## config.mk

```make
export PLATFORM = sky130hd
export DESIGN_NAME = seq_hit_window_counter_flat
export DESIGN_NICKNAME = d
export VERILOG_FILES = /design/src/rtl/seq_hit_window_counter_pkg.sv /design/src/rtl/seq_hit_window_counter_if.sv /design/src/rtl/seq_hit_window_counter_sat.sv /design/src/rtl/seq_hit_window_counter.sv /design/src/flat_wrapper.sv
export SDC_FILE = /design/constraint.sdc
export NUM_CORES = 1
export LEC_CHECK = 0
export BUFFER_PORTS_ARGS = -buffer_cell sky130_fd_sc_hd__buf_2
export CORE_ASPECT_RATIO = 1.25
export CORE_MARGIN = 1.5
export CORE_UTILIZATION = 40
export DETAILED_ROUTE_END_ITERATION = 16
export PLACE_DENSITY = 0.68
export SLEW_MARGIN = 25
export SYNTH_ARGS = -nofsm -noshare
export SYNTH_HDL_FRONTEND = slang
export SYNTH_HIERARCHICAL = 1
export SYNTH_SLANG_ARGS = --single-unit
```

## constraint.sdc

```tcl
create_clock -name clk -period 2.68 [get_ports clk]
set_input_delay 0.67 -clock clk [delete_from_list [all_inputs] [get_ports clk]]
set_output_delay 0.67 -clock clk [all_outputs]
set_load 0.02 [all_outputs]
```

## src/rtl/seq_hit_window_counter_pkg.sv

```systemverilog
// Shared definitions for the 1011 detector and its hit window counter.
// State encodings and the detector pattern live here so both units agree.
package seq_hit_window_counter_pkg;

  typedef enum logic [1:0] {
    ST_IDLE  = 2'd0,
    ST_COUNT = 2'd1,
    ST_HOLD  = 2'd2
  } state_t;

  localparam logic [3:0] SEQ_PATTERN = 4'b1011;

endpackage

```

## src/rtl/seq_hit_window_counter_if.sv

```systemverilog
// Result handshake bundle between the window counter and its consumer.
// master drives start/hit/rdy; slave is the counter.
interface seq_hit_if #(
  parameter int CNT_W = 8
);
  logic             start;
  logic             hit;
  logic             rdy;
  logic             vld;
  logic [CNT_W-1:0] cnt;
  logic             ovf;
  logic             busy;

  modport master (
    output start, hit, rdy,
    input  vld, cnt, ovf, busy
  );

  modport slave (
    input  start, hit, rdy,
    output vld, cnt, ovf, busy
  );
endinterface

```

## src/rtl/seq_hit_window_counter_sat.sv

```systemverilog
// Saturating up-counter used as the hit accumulator.
// sat_hit flags an increment request arriving while already full.
module seq_sat_counter #(
  parameter int W = 8
) (
  input  logic         clk,
  input  logic         rst_n,
  input  logic         clr,
  input  logic         inc,
  output logic [W-1:0] q,
  output logic         sat_hit
);

  logic [W-1:0] r_q;
  logic         w_full;

  assign w_full  = &r_q;
  assign sat_hit = inc & w_full;
  assign q       = r_q;

  always_ff @(posedge clk or negedge rst_n) begin
    if (!rst_n) begin
      r_q <= '0;
    end else if (clr) begin
      r_q <= '0;
    end else if (inc && !w_full) begin
      r_q <= r_q + 1'b1;
    end
  end

endmodule

```

## src/rtl/seq_hit_window_counter.sv

```systemverilog
// Counts detector hits over a WIN_LEN-cycle window opened by start,
// then holds the saturating count and overflow flag until consumed.
module seq_hit_window_counter
  import seq_hit_window_counter_pkg::*;
#(
  parameter int WIN_LEN = 64,
  parameter int CNT_W   = 8
) (
  input logic   clk,
  input logic   rst_n,
  seq_hit_if.slave bus
);

  localparam int WIN_W = (WIN_LEN > 1) ? $clog2(WIN_LEN) : 1;
  localparam logic [WIN_W-1:0] LAST = WIN_W'(WIN_LEN - 1);

  state_t           r_state;
  logic [WIN_W-1:0] r_timer;
  logic             r_ovf_acc;
  logic             r_vld;
  logic             r_ovf;
  logic             r_busy;
  logic [CNT_W-1:0] r_cnt;

  logic             w_clr;
  logic             w_inc;
  logic             w_last;
  logic             w_sat_hit;
  logic [CNT_W-1:0] w_acc;
  logic [CNT_W-1:0] w_fin;

  assign w_clr  = (r_state == ST_IDLE) & bus.start;
  assign w_inc  = (r_state == ST_COUNT) & bus.hit;
  assign w_last = (r_timer == LAST);
  // Final cycle's hit is folded in as the result is latched.
  assign w_fin  = w_acc + CNT_W'(w_inc & ~(&w_acc));

  seq_sat_counter #(
    .W(CNT_W)
  ) u_acc (
    .clk     (clk),
    .rst_n   (rst_n),
    .clr     (w_clr),
    .inc     (w_inc),
    .q       (w_acc),
    .sat_hit (w_sat_hit)
  );

  always_ff @(posedge clk or negedge rst_n) begin
    if (!rst_n) begin
      r_state   <= ST_IDLE;
      r_timer   <= '0;
      r_ovf_acc <= 1'b0;
      r_vld     <= 1'b0;
      r_ovf     <= 1'b0;
      r_busy    <= 1'b0;
      r_cnt     <= '0;
    end else begin
      unique case (r_state)
        ST_IDLE: begin
          if (bus.start) begin
            r_state   <= ST_COUNT;
            r_timer   <= '0;
            r_ovf_acc <= 1'b0;
            r_busy    <= 1'b1;
          end
        end
        ST_COUNT: begin
          if (w_sat_hit) r_ovf_acc <= 1'b1;
          if (w_last) begin
            r_cnt   <= w_fin;
            r_ovf   <= r_ovf_acc | w_sat_hit;
            r_vld   <= 1'b1;
            r_state <= ST_HOLD;
          end else begin
            r_timer <= r_timer + 1'b1;
          end
        end
        ST_HOLD: begin
          if (r_vld && bus.rdy) begin
            r_vld   <= 1'b0;
            r_busy  <= 1'b0;
            r_state <= ST_IDLE;
          end
        end
        default: begin
          r_state <= ST_IDLE;
          r_vld   <= 1'b0;
          r_busy  <= 1'b0;
        end
      endcase
    end
  end

  assign bus.vld  = r_vld;
  assign bus.cnt  = r_cnt;
  assign bus.ovf  = r_ovf;
  assign bus.busy = r_busy;

endmodule
```

## src/flat_wrapper.sv

```systemverilog
// flat-port wrapper written by rule: the top's interface ports become plain ports
module seq_hit_window_counter_flat import seq_hit_window_counter_pkg::*;
#(
  parameter int WIN_LEN = 64,
  parameter int CNT_W   = 8
)
  (clk, rst_n, bus_start, bus_hit, bus_rdy, bus_vld, bus_cnt, bus_ovf, bus_busy);
  seq_hit_if #(.CNT_W(CNT_W)) bus_i ();
  input logic clk;
  input logic rst_n;
  input wire logic [$bits(bus_i.start)-1:0] bus_start;
  input wire logic [$bits(bus_i.hit)-1:0] bus_hit;
  input wire logic [$bits(bus_i.rdy)-1:0] bus_rdy;
  output wire logic [$bits(bus_i.vld)-1:0] bus_vld;
  output wire logic [$bits(bus_i.cnt)-1:0] bus_cnt;
  output wire logic [$bits(bus_i.ovf)-1:0] bus_ovf;
  output wire logic [$bits(bus_i.busy)-1:0] bus_busy;
  assign bus_i.start = bus_start;
  assign bus_i.hit = bus_hit;
  assign bus_i.rdy = bus_rdy;
  assign bus_vld = bus_i.vld;
  assign bus_cnt = bus_i.cnt;
  assign bus_ovf = bus_i.ovf;
  assign bus_busy = bus_i.busy;
  seq_hit_window_counter #(.WIN_LEN(WIN_LEN), .CNT_W(CNT_W)) u_core (.clk(clk), .rst_n(rst_n), .bus(bus_i));
endmodule
```

==> run summary, run 1 <==
Dpl hpwl -> 2.24 mm
CTS root buf -> clkbuf_8
Rel. slew slack -> 58.9%
CP arrival -> 2.46 ns
CP peak stage delay -> 0.48 ns
CP max stage cell -> dfrtp_1
Startpoint Class -> flop
CTS clk-pin slew, worst paths -> 0.10 ns
YS warnings -> 6
Unique masters post-synth -> 43
Fmax -> 441 MHz
Setup_tns -> 0 ns
Synth top area cells -> dfrtp_1, nor2_1, a21oi_1
Via density per instance -> 5.85
Area delta synth->final -> 11.2%
Switching pwr -> 0.792 mW
Largest delay share family, worst path -> simple AND/OR/NAND/NOR gates
CTS resizes -> 0
Post-Route Skew -> 0.00546 ns
WP depth -> 8
R2R Setup Slk -> 0.41 ns
Flop pwr share -> 44.4%
TritonCTS Buffers -> 3
Sequential-to-total area share from yosys stat -> 45.9%
Layout Nets -> 185
Worst r2r src -> u_core/r_state[1]$_DFFE_PN0P_
Post-synth EDFFs -> 0
PD cells -> 1100 nW/um2
Max IR drop VDD -> 575 uV
CTS tree -> done
Crit path launch -> u_core/r_state[1]$_DFFE_PN0P_
Crit share post-route -> 84.6%
Setup Viol. Count Final -> 0
Ys flop type -> dfrtp_1
Initial antenna violation count -> 0
Setup Buffers After CTS -> 0
Vias in the first global route -> 1237
Core ar. -> 3570 um2
Final core utilization -> 47.4%
Share of layout cells above drive strength 1 -> 18.9%
Syn nets -> 167
Clk pwr share -> 13.9%
End of the critical path -> u_core/bus.cnt[4]$_DFFE_PN0P_
Die area -> 4190 um2
Final ANT Viol Nets -> 0
Routed via count -> 1252
Cells after Synth -> 158
Final wirelength -> 3.11 mm
Critical path cell sequence -> nor2b_1 -> and2_1 -> o21a_1 -> ha_1 -> ha_1 -> nand3_1 -> xor2_1 -> a21oi_1
Antenna fix cells -> 0
R2R depth -> 8
Worst slew pin tran -> 0.617 ns
Syn_area_per_cell -> 9.65 um2
Ys async rst share -> 100%
First-pass GRT wire length -> 5.26 mm
Outcome -> finished, final reports clean
Worst Path Buf+Inv -> 0
Drt initial violations -> 32
Largest net degree at the start of global routing -> 29
RSZ-0062 raised after global routing -> false
Port Buffer Count -> 15
Final Hold Fails -> 0
Remaining global-route overflow -> 0
Worst Path Class, Setup -> reg -> reg
Pre-Repair DR Iteration Count -> 4
Fill cells -> 331
Synthesized area -> 1530 um2
Final Instance Area -> 1700 um2
Final Slew Violations -> 0
Pleak -> 0.735 nW
Initial cell density of the core -> 42.7%
Total clock sinks -> 28
Row count -> 24
Wirelength per Cell -> 14.5 um
Htree depth -> 1
Required time of the critical path -> 2.88 ns
Flops & latches, synth -> 28
Most frequent cells in the layout -> dfrtp_1, nor2_1, buf_2, nand2_1, a21oi_1
Chip Height -> 72.0 um
Placed Area -> 1640 um2
Die extent in x -> 58.2 um
Global-route usage over all layers -> 15.6%
Max cap viols -> 0
Switching part of the total -> 42.5%
Worst skew pair latency -> 0.27 ns
Residual DRC -> 0
Tmin final -> 2.27 ns
Most frequent CP cell -> ha_1
CTS Buffer Depth -> 2
R2R Path End -> u_core/bus.cnt[4]$_DFFE_PN0P_
Internal -> 1.07 mW
IO Count -> 16
Hold crit path type -> in -> async
Worst-path maximum fanout -> 10
Synth area leader -> dfrtp_1
Crit. End Element -> flop
Logic pwr share -> 41.8%
CTS Hold Bufs -> 0
Most common cell after layout, fill and taps aside -> dfrtp_1
Synth top area share -> 45.9%
GP Congestion -> 0.928
-- routing by layer --
metal	wire length [um]	part of all wire (%)	vias to the layer above	GRT usage (%)
li1	-	-	605	-
met1	1350	43	615	19.4
met2	1650	53	30	28.2
met3	99	3.2	2	2.50
met4	12	0.39	0	3.62
met5	0	0	-	0
-- power groups by stage --
| stage | Sequential [mW] | Combinational (mW) | Clock (mW) |
|---|---|---|---|
| finish | 0.827 | 0.778 | 0.259 |
| global route | 0.857 | 0.873 | 0.285 |
| CTS | 0.826 | 0.783 | 0.269 |
| detailed placement | 0.835 | 0.777 | 0 |
| global placement | 0.820 | 0.757 | 0 |
| floorplan | 0.862 | 0.514 | 0 |
-- state kept, by name, indices dropped and copies added (netlist names) --
signal            flops
u_core/bus.cnt        8
u_core/u_acc/q        8
u_core/r_timer        6
u_core/r_state        2
u_core/bus.busy       1
u_core/bus.ovf        1
u_core/bus.vld        1
u_core/r_ovf_acc      1
-- worst min path at each step --
stage	endpoint
2_1_floorplan	u_core/bus.busy$_DFFE_PN0P_
3_3_place_gp	u_core/bus.cnt[0]$_DFFE_PN0P_
3_5_place_dp	u_core/bus.cnt[1]$_DFFE_PN0P_
4_1_cts	u_core/bus.cnt[5]$_DFFE_PN0P_
5_1_grt	u_core/u_acc/q[7]$_DFFE_PN0P_
6_report	u_core/bus.cnt[7]$_DFFE_PN0P_
-- cell families after synthesis --
| logic type | share of synthesized area (%) |
|---|---|
| AO/OA/AOI/OAI | 15.8 |
| XOR/XNOR | 3.45 |
| adder cells (fa/ha/maj) | 3.28 |
| buffers and inverters | 3.03 |
| flip-flops | 45.9 |
| multiplexers | 4.27 |
| AND/OR/NAND/NOR | 24.3 |
-- per-stage QoR --
stage               cells  total power, mW  hold WS [ns]  setup WS [ns]
detailed placement    210             1.61         0.496          0.466
finish                214             1.86         0.402          0.412
CTS                   214             1.88         0.421          0.440
global route          214             2.01         0.447          0.227
floorplan             158             1.38         0.374          0.818
global placement      210             1.58         0.491          0.575
-- synth_stat cells (2+ instances only) --
master,number
nor2_1,17
ha_1,4
nor3_1,4
nor2b_1,4
a211oi_1,5
and4_1,2
dfrtp_1,28
inv_1,4
xor2_1,5
clkbuf_1,2
a21oi_1,12
nand2b_1,3
nand2_1,15
a21oi_2,3
and3_1,5
o21ai_0,4
a31oi_1,2
mux2i_1,2
mux2_2,3
nand3_2,2
nand4_1,3
nand3_1,8
-- final cells by class --
class / instances / area, um2 / area share, %
Tap cell: 39 / 48.8 / 2.88
Multi-Input combinational cell: 121 / 778 / 45.9
Clock buffer: 4 / 55.1 / 3.25
Timing Repair Buffer: 18 / 97.6 / 5.76
Sequential cell: 28 / 701 / 41.3
Inverter: 4 / 15.0 / 0.886
Note: power is estimated with default switching activity, not from simulation.
==> run 2: changes to the inputs <==
ABC_AREA = 1   (was not set)
PLACE_DENSITY = 0.7   (was 0.68)
clock period = 1.9 ns   (was 2.68 ns; I/O delays follow)
==> run 2 against run 1 <==
Critical path type unchanged. Highest routed layer unchanged. Critical endpoint unchanged. Largest cell class unchanged. Final cell count up 28%. Synthesized cell count up 25%. Combinational power up 48%.
==> run summary, run 2 <==
WP depth -> 8
Largest delay share family, worst path -> flip-flops
Routed via count -> 1333
Residual DRC -> 0
Total clock sinks -> 28
Final ANT Viol Nets -> 0
Pre-Repair DR Iteration Count -> 4
Outcome -> finished, final reports clean
Die extent in x -> 59.3 um
Synth top area cells -> dfrtp_1, nand2_1, nand3_1
First-pass GRT wire length -> 5.33 mm
Remaining global-route overflow -> 0
Area delta synth->final -> 13.2%
Worst skew pair latency -> 0.27 ns
Final Slew Violations -> 0
Cells after Synth -> 197
Setup_tns -> 0 ns
Wirelength per Cell -> 11.5 um
Ys async rst share -> 100%
Final Hold Fails -> 0
Dpl hpwl -> 2.35 mm
Global-route usage over all layers -> 15.8%
RSZ-0062 raised after global routing -> false
Critical path cell sequence -> nor2_4 -> nand2_1 -> a41oi_1 -> ha_1 -> ha_1 -> nand3_1 -> xor2_1 -> o21ai_0
Synth top cells by count -> nand2_1, dfrtp_1, nand3_1
Fmax -> 577 MHz
Pleak -> 0.948 nW
CP peak stage delay -> 0.46 ns
Most common cell after layout, fill and taps aside -> nand2_1
Crit. End Element -> flop
Vias in the first global route -> 1236
CP arrival -> 1.93 ns
Final wirelength -> 3.14 mm
Max IR drop VDD -> 479 uV
Share of layout cells above drive strength 1 -> 20.1%
Initial cell density of the core -> 41.9%
Worst Path Class, Setup -> reg -> reg
Tmin final -> 1.73 ns
Worst slew pin tran -> 0.642 ns
Post-synth EDFFs -> 0
Max cap viols -> 0
Sequential-to-total area share from yosys stat -> 44.2%
Initial antenna violation count -> 0
Largest net degree at the start of global routing -> 29
Chip Height -> 73.4 um
Port Buffer Count -> 15
Post-placement cell count -> 270
Hold crit path type -> in -> async
Core ar. -> 3780 um2
Startpoint Class -> flop
Syn_area_per_cell -> 8.04 um2
GP Congestion -> 0.830
Row count -> 25
Rel. slew slack -> 57.2%
CTS clk-pin slew, worst paths -> 0.10 ns
Antenna fix cells -> 0
IO Count -> 16
Setup Viol. Count Final -> 0
Post-Layout Cell Count -> 273
Most frequent cells in the layout -> nand2_1, dfrtp_1, nand3_1, inv_1, buf_2
Required time of the critical path -> 2.09 ns
Syn nets -> 206
Htree depth -> 1
Drt initial violations -> 26
PD cells -> 1400 nW/um2
CTS tree -> done
Worst-path maximum fanout -> 5
TritonCTS Buffers -> 3
CP max stage cell -> dfrtp_1
R2R depth -> 8
Crit share post-route -> 91.3%
Synthesized area -> 1580 um2
Ys flop type -> dfrtp_1
Setup Buffers After CTS -> 0
Worst Path Buf+Inv -> 0
Unique masters post-synth -> 29
Flops & latches, synth -> 28
Count leader, synth -> nand2_1
CTS Hold Bufs -> 0
Die area -> 4350 um2
YS warnings -> 6
CTS root buf -> clkbuf_8
Via density per instance -> 4.88
CTS Buffer Depth -> 2
Most frequent CP cell -> ha_1
Layout Nets -> 230
Synth top area share -> 44.2%
Synth area leader -> dfrtp_1
Post-Route Skew -> 0.00857 ns
-- run 2: cell type report --
class | count | area [um2]
fillers | 372 | 1990
multi-input cells | 142 | 768
flip-flops and latches | 28 | 701
repair buffers | 21 | 120
inverters | 25 | 95.1
well taps | 54 | 67.6
clock buffers | 3 | 41.3
-- run 2: path summary, 6_finish.rpt --
kind | from | to | slack, ns
worst max-delay path | u_core/r_state[1]$_DFFE_PN0P_ | u_core/bus.cnt[4]$_DFFE_PN0P_ | 0.17
worst min-delay path | rst_n | u_core/bus.cnt[2]$_DFFE_PN0P_ | 0.22
worst max register to register | u_core/r_state[1]$_DFFE_PN0P_ | u_core/bus.cnt[4]$_DFFE_PN0P_ | 0.17
worst min register to register | u_core/bus.busy$_DFFE_PN0P_ | u_core/bus.busy$_DFFE_PN0P_ | 0.48
max in group asynchronous | rst_n | u_core/r_timer[1]$_DFFE_PN0P_ | 1.26
min in group clk | u_core/bus.busy$_DFFE_PN0P_ | u_core/bus.busy$_DFFE_PN0P_ | 0.48
-- run 2: what timing repair did --
item | CTS | global route
resized for setup | 0 | 1
endpoints found under the setup margin | 0 | 1
endpoints found under the hold margin | 0 | 0
-- run 2: cell families (layout without fill, tap and decap cells) --
kind of cell	count (synthesis)	in the layout	share of synthesized area, %
adder cells (fa/ha/maj)	4	4	3.16
AO/OA/AOI/OAI	19	19	7.74
flip-flops	28	28	44.2
XOR/XNOR	4	4	2.21
buffers and inverters	27	49	7.42
AND/OR/NAND/NOR	115	115	35.2
-- run 2: metal layers --
metal	global-route usage, %	wire [um]	vias to the layer above
li1	-	-	676
met1	19.8	1480	638
met2	27.6	1560	17
met3	2.29	86	2
met4	5.05	22	0
met5	0	0	-
-- run 2: worst reg2reg max path: stages, from the launching register on --
cell and delay (ns):
dfrtp_1 0.46, nor2_4 0.14, nand2_1 0.07, a41oi_1 0.17, ha_1 0.20, ha_1 0.23
nand3_1 0.11, xor2_1 0.14, o21ai_0 0.15
-- run 2: stage by stage --
stage               hold WS [ns]  area, um2  utilization (%)  setup WS, ns  total power [mW]
finish                     0.216       1790             47.4         0.166              2.51
detailed placement         0.456       1750             46.2         0.151              2.21
global placement           0.451       1750             46.2         0.264              2.18
CTS                        0.245       1790             47.3         0.134              2.54
global route               0.281       1790             47.4        0.0382              2.74
floorplan                  0.179       1580                -         0.174              1.86
-- run 2: power breakdown --
| group | leakage (nW) | total [mW] | switching, mW | internal, mW |
|---|---|---|---|---|
| sequential | 0.329 | 1.04 | 0.203 | 0.835 |
| clock | 0.0216 | 0.320 | 0.178 | 0.142 |
| combinational | 0.597 | 1.15 | 0.694 | 0.456 |
==> run 3: changes to the inputs <==
CORE_ASPECT_RATIO = 1.4   (was 1.25)
==> run 3 against run 2 <==
Worst setup slack improved by 0.031 ns. Final cell count decreased by 4.0%. Core utilization up 1.3 points. Sequential share of layout area is 0.23 points lower. Critical path type unchanged. Clock power increased by 48%. Sequential power hardly changed. Power rose by 6.0%.
==> run summary, run 3 (synthesis results as in run 2) <==
Max cap viols -> 0
Worst skew pair latency -> 0.28 ns
Pre-Repair DR Iteration Count -> 4
Rel. slew slack -> 58.7%
GP Congestion -> 0.849
Routed via count -> 1316
Final Slew Violations -> 0
Crit. End Element -> flop
Dpl hpwl -> 2.33 mm
PD cells -> 1470 nW/um2
Area delta synth->final -> 14.1%
Core ar. -> 3710 um2
Final core utilization -> 48.7%
Setup Viol. Count Final -> 0
Most common cell after layout, fill and taps aside -> nand2_1
Die area -> 4350 um2
Htree depth -> 1
CP arrival -> 1.88 ns
Global-route usage over all layers -> 15.6%
Initial antenna violation count -> 0
Post-placement cell count -> 258
Required time of the critical path -> 2.07 ns
Fmax -> 587 MHz
Max IR drop VDD -> 748 uV
Remaining global-route overflow -> 0
Die extent in x -> 56.2 um
Total clock sinks -> 28
CTS root buf -> clkbuf_8
Worst slew pin tran -> 0.620 ns
Via density per instance -> 5.02
Most frequent cells in the layout -> nand2_1, nand3_1, dfrtp_1, inv_1, buf_2
Setup Buffers After CTS -> 0
Tmin final -> 1.70 ns
Crit path launch -> u_core/r_state[1]$_DFFE_PN0P_
TritonCTS Buffers -> 3
Vias in the first global route -> 1274
Post-Layout Cell Count -> 262
CTS clk-pin slew, worst paths -> 0.10 ns
Worst r2r src -> u_core/r_state[1]$_DFFE_PN0P_
Largest net degree at the start of global routing -> 29
Setup_tns -> 0 ns
Worst-path maximum fanout -> 5
Outcome -> finished, final reports clean
Final wirelength -> 3.09 mm
Dpl ws -> 0.184 ns
Final Hold Fails -> 0
Residual DRC -> 0
Layout Nets -> 230
Drt initial violations -> 69
Row count -> 26
Antenna fix cells -> 0
Final ANT Viol Nets -> 0
Startpoint Class -> flop
Post-Route Skew -> 0.00163 ns
Chip Height -> 77.5 um
Worst Path Class, Setup -> reg -> reg
Share of layout cells above drive strength 1 -> 20.5%
Port Buffer Count -> 15
Wirelength per Cell -> 11.8 um
RSZ-0062 raised after global routing -> false
Initial cell density of the core -> 42.7%
CTS Buffer Depth -> 2
Setup ws final -> 0.197 ns
IO Count -> 16
Pleak -> 0.960 nW
First-pass GRT wire length -> 5.50 mm
Pwr Total -> 2.66 mW
Crit share post-route -> 89.7%
Hold crit path type -> in -> async
CTS tree -> done
[run 3: critical path, cell delays in order, from the launching register on]
cell	delay, ns
dfrtp_2	0.46
nor2_4	0.12
nand2_1	0.07
a41oi_1	0.18
ha_1	0.20
nand3_1	0.12
nor2_1	0.23
nand3_1	0.11
nand2_1	0.07
o21ai_1	0.05
[run 3: final cells by class]
type                       instances  area, um2
fill                             389       1900
multi-input combinational        142        766
sequential                        28        702
timing repair buffer              21        120
inverter                          25       95.1
tap                               42       52.6
clock buffer                       3       41.3
clock inverter                     1       30.0
[run 3: layer usage]
metal | global-route usage (%) | part of all wire [%] | vias to the layer above
met2 | 27.6 | 51 | 20
met4 | 5.24 | 0.61 | 0
met1 | 19.0 | 45 | 617
li1 | - | - | 677
met3 | 2.33 | 3.3 | 2
met5 | 0 | 0 | -
[run 3: what timing repair did]
action                                  CTS  global route
endpoints found under the hold margin     0             0
endpoints found under the setup margin    0             1
hold buffers                              0             0
resized for setup                         0             1
[run 3: worst paths after layout]
kind	to	slack, ns	cells after the start
worst min-delay path	u_core/r_timer[3]$_DFFE_PN0P_	0.20	1
min in group clk	u_core/bus.busy$_DFFE_PN0P_	0.46	3
max in group asynchronous	u_core/r_state[1]$_DFFE_PN0P_	1.26	1
worst max register to register	u_core/bus.cnt[7]$_DFFE_PN0P_	0.20	9
worst max-delay path	u_core/bus.cnt[7]$_DFFE_PN0P_	0.20	9
worst min register to register	u_core/bus.busy$_DFFE_PN0P_	0.48	2
[run 3: power by group]
part	total, mW	switching, mW	internal [mW]
Combinational	1.15	0.697	0.455
Sequential	1.03	0.199	0.835
Clock	0.475	0.192	0.282
[run 3: through the flow]
| stage | hold WS [ns] | cell area, um2 |
|---|---|---|
| CTS | 0.216 | 1810 |
| global placement | 0.458 | 1730 |
| floorplan | 0.179 | 1580 |
| finish | 0.200 | 1810 |
| global route | 0.244 | 1810 |
| detailed placement | 0.458 | 1730 |
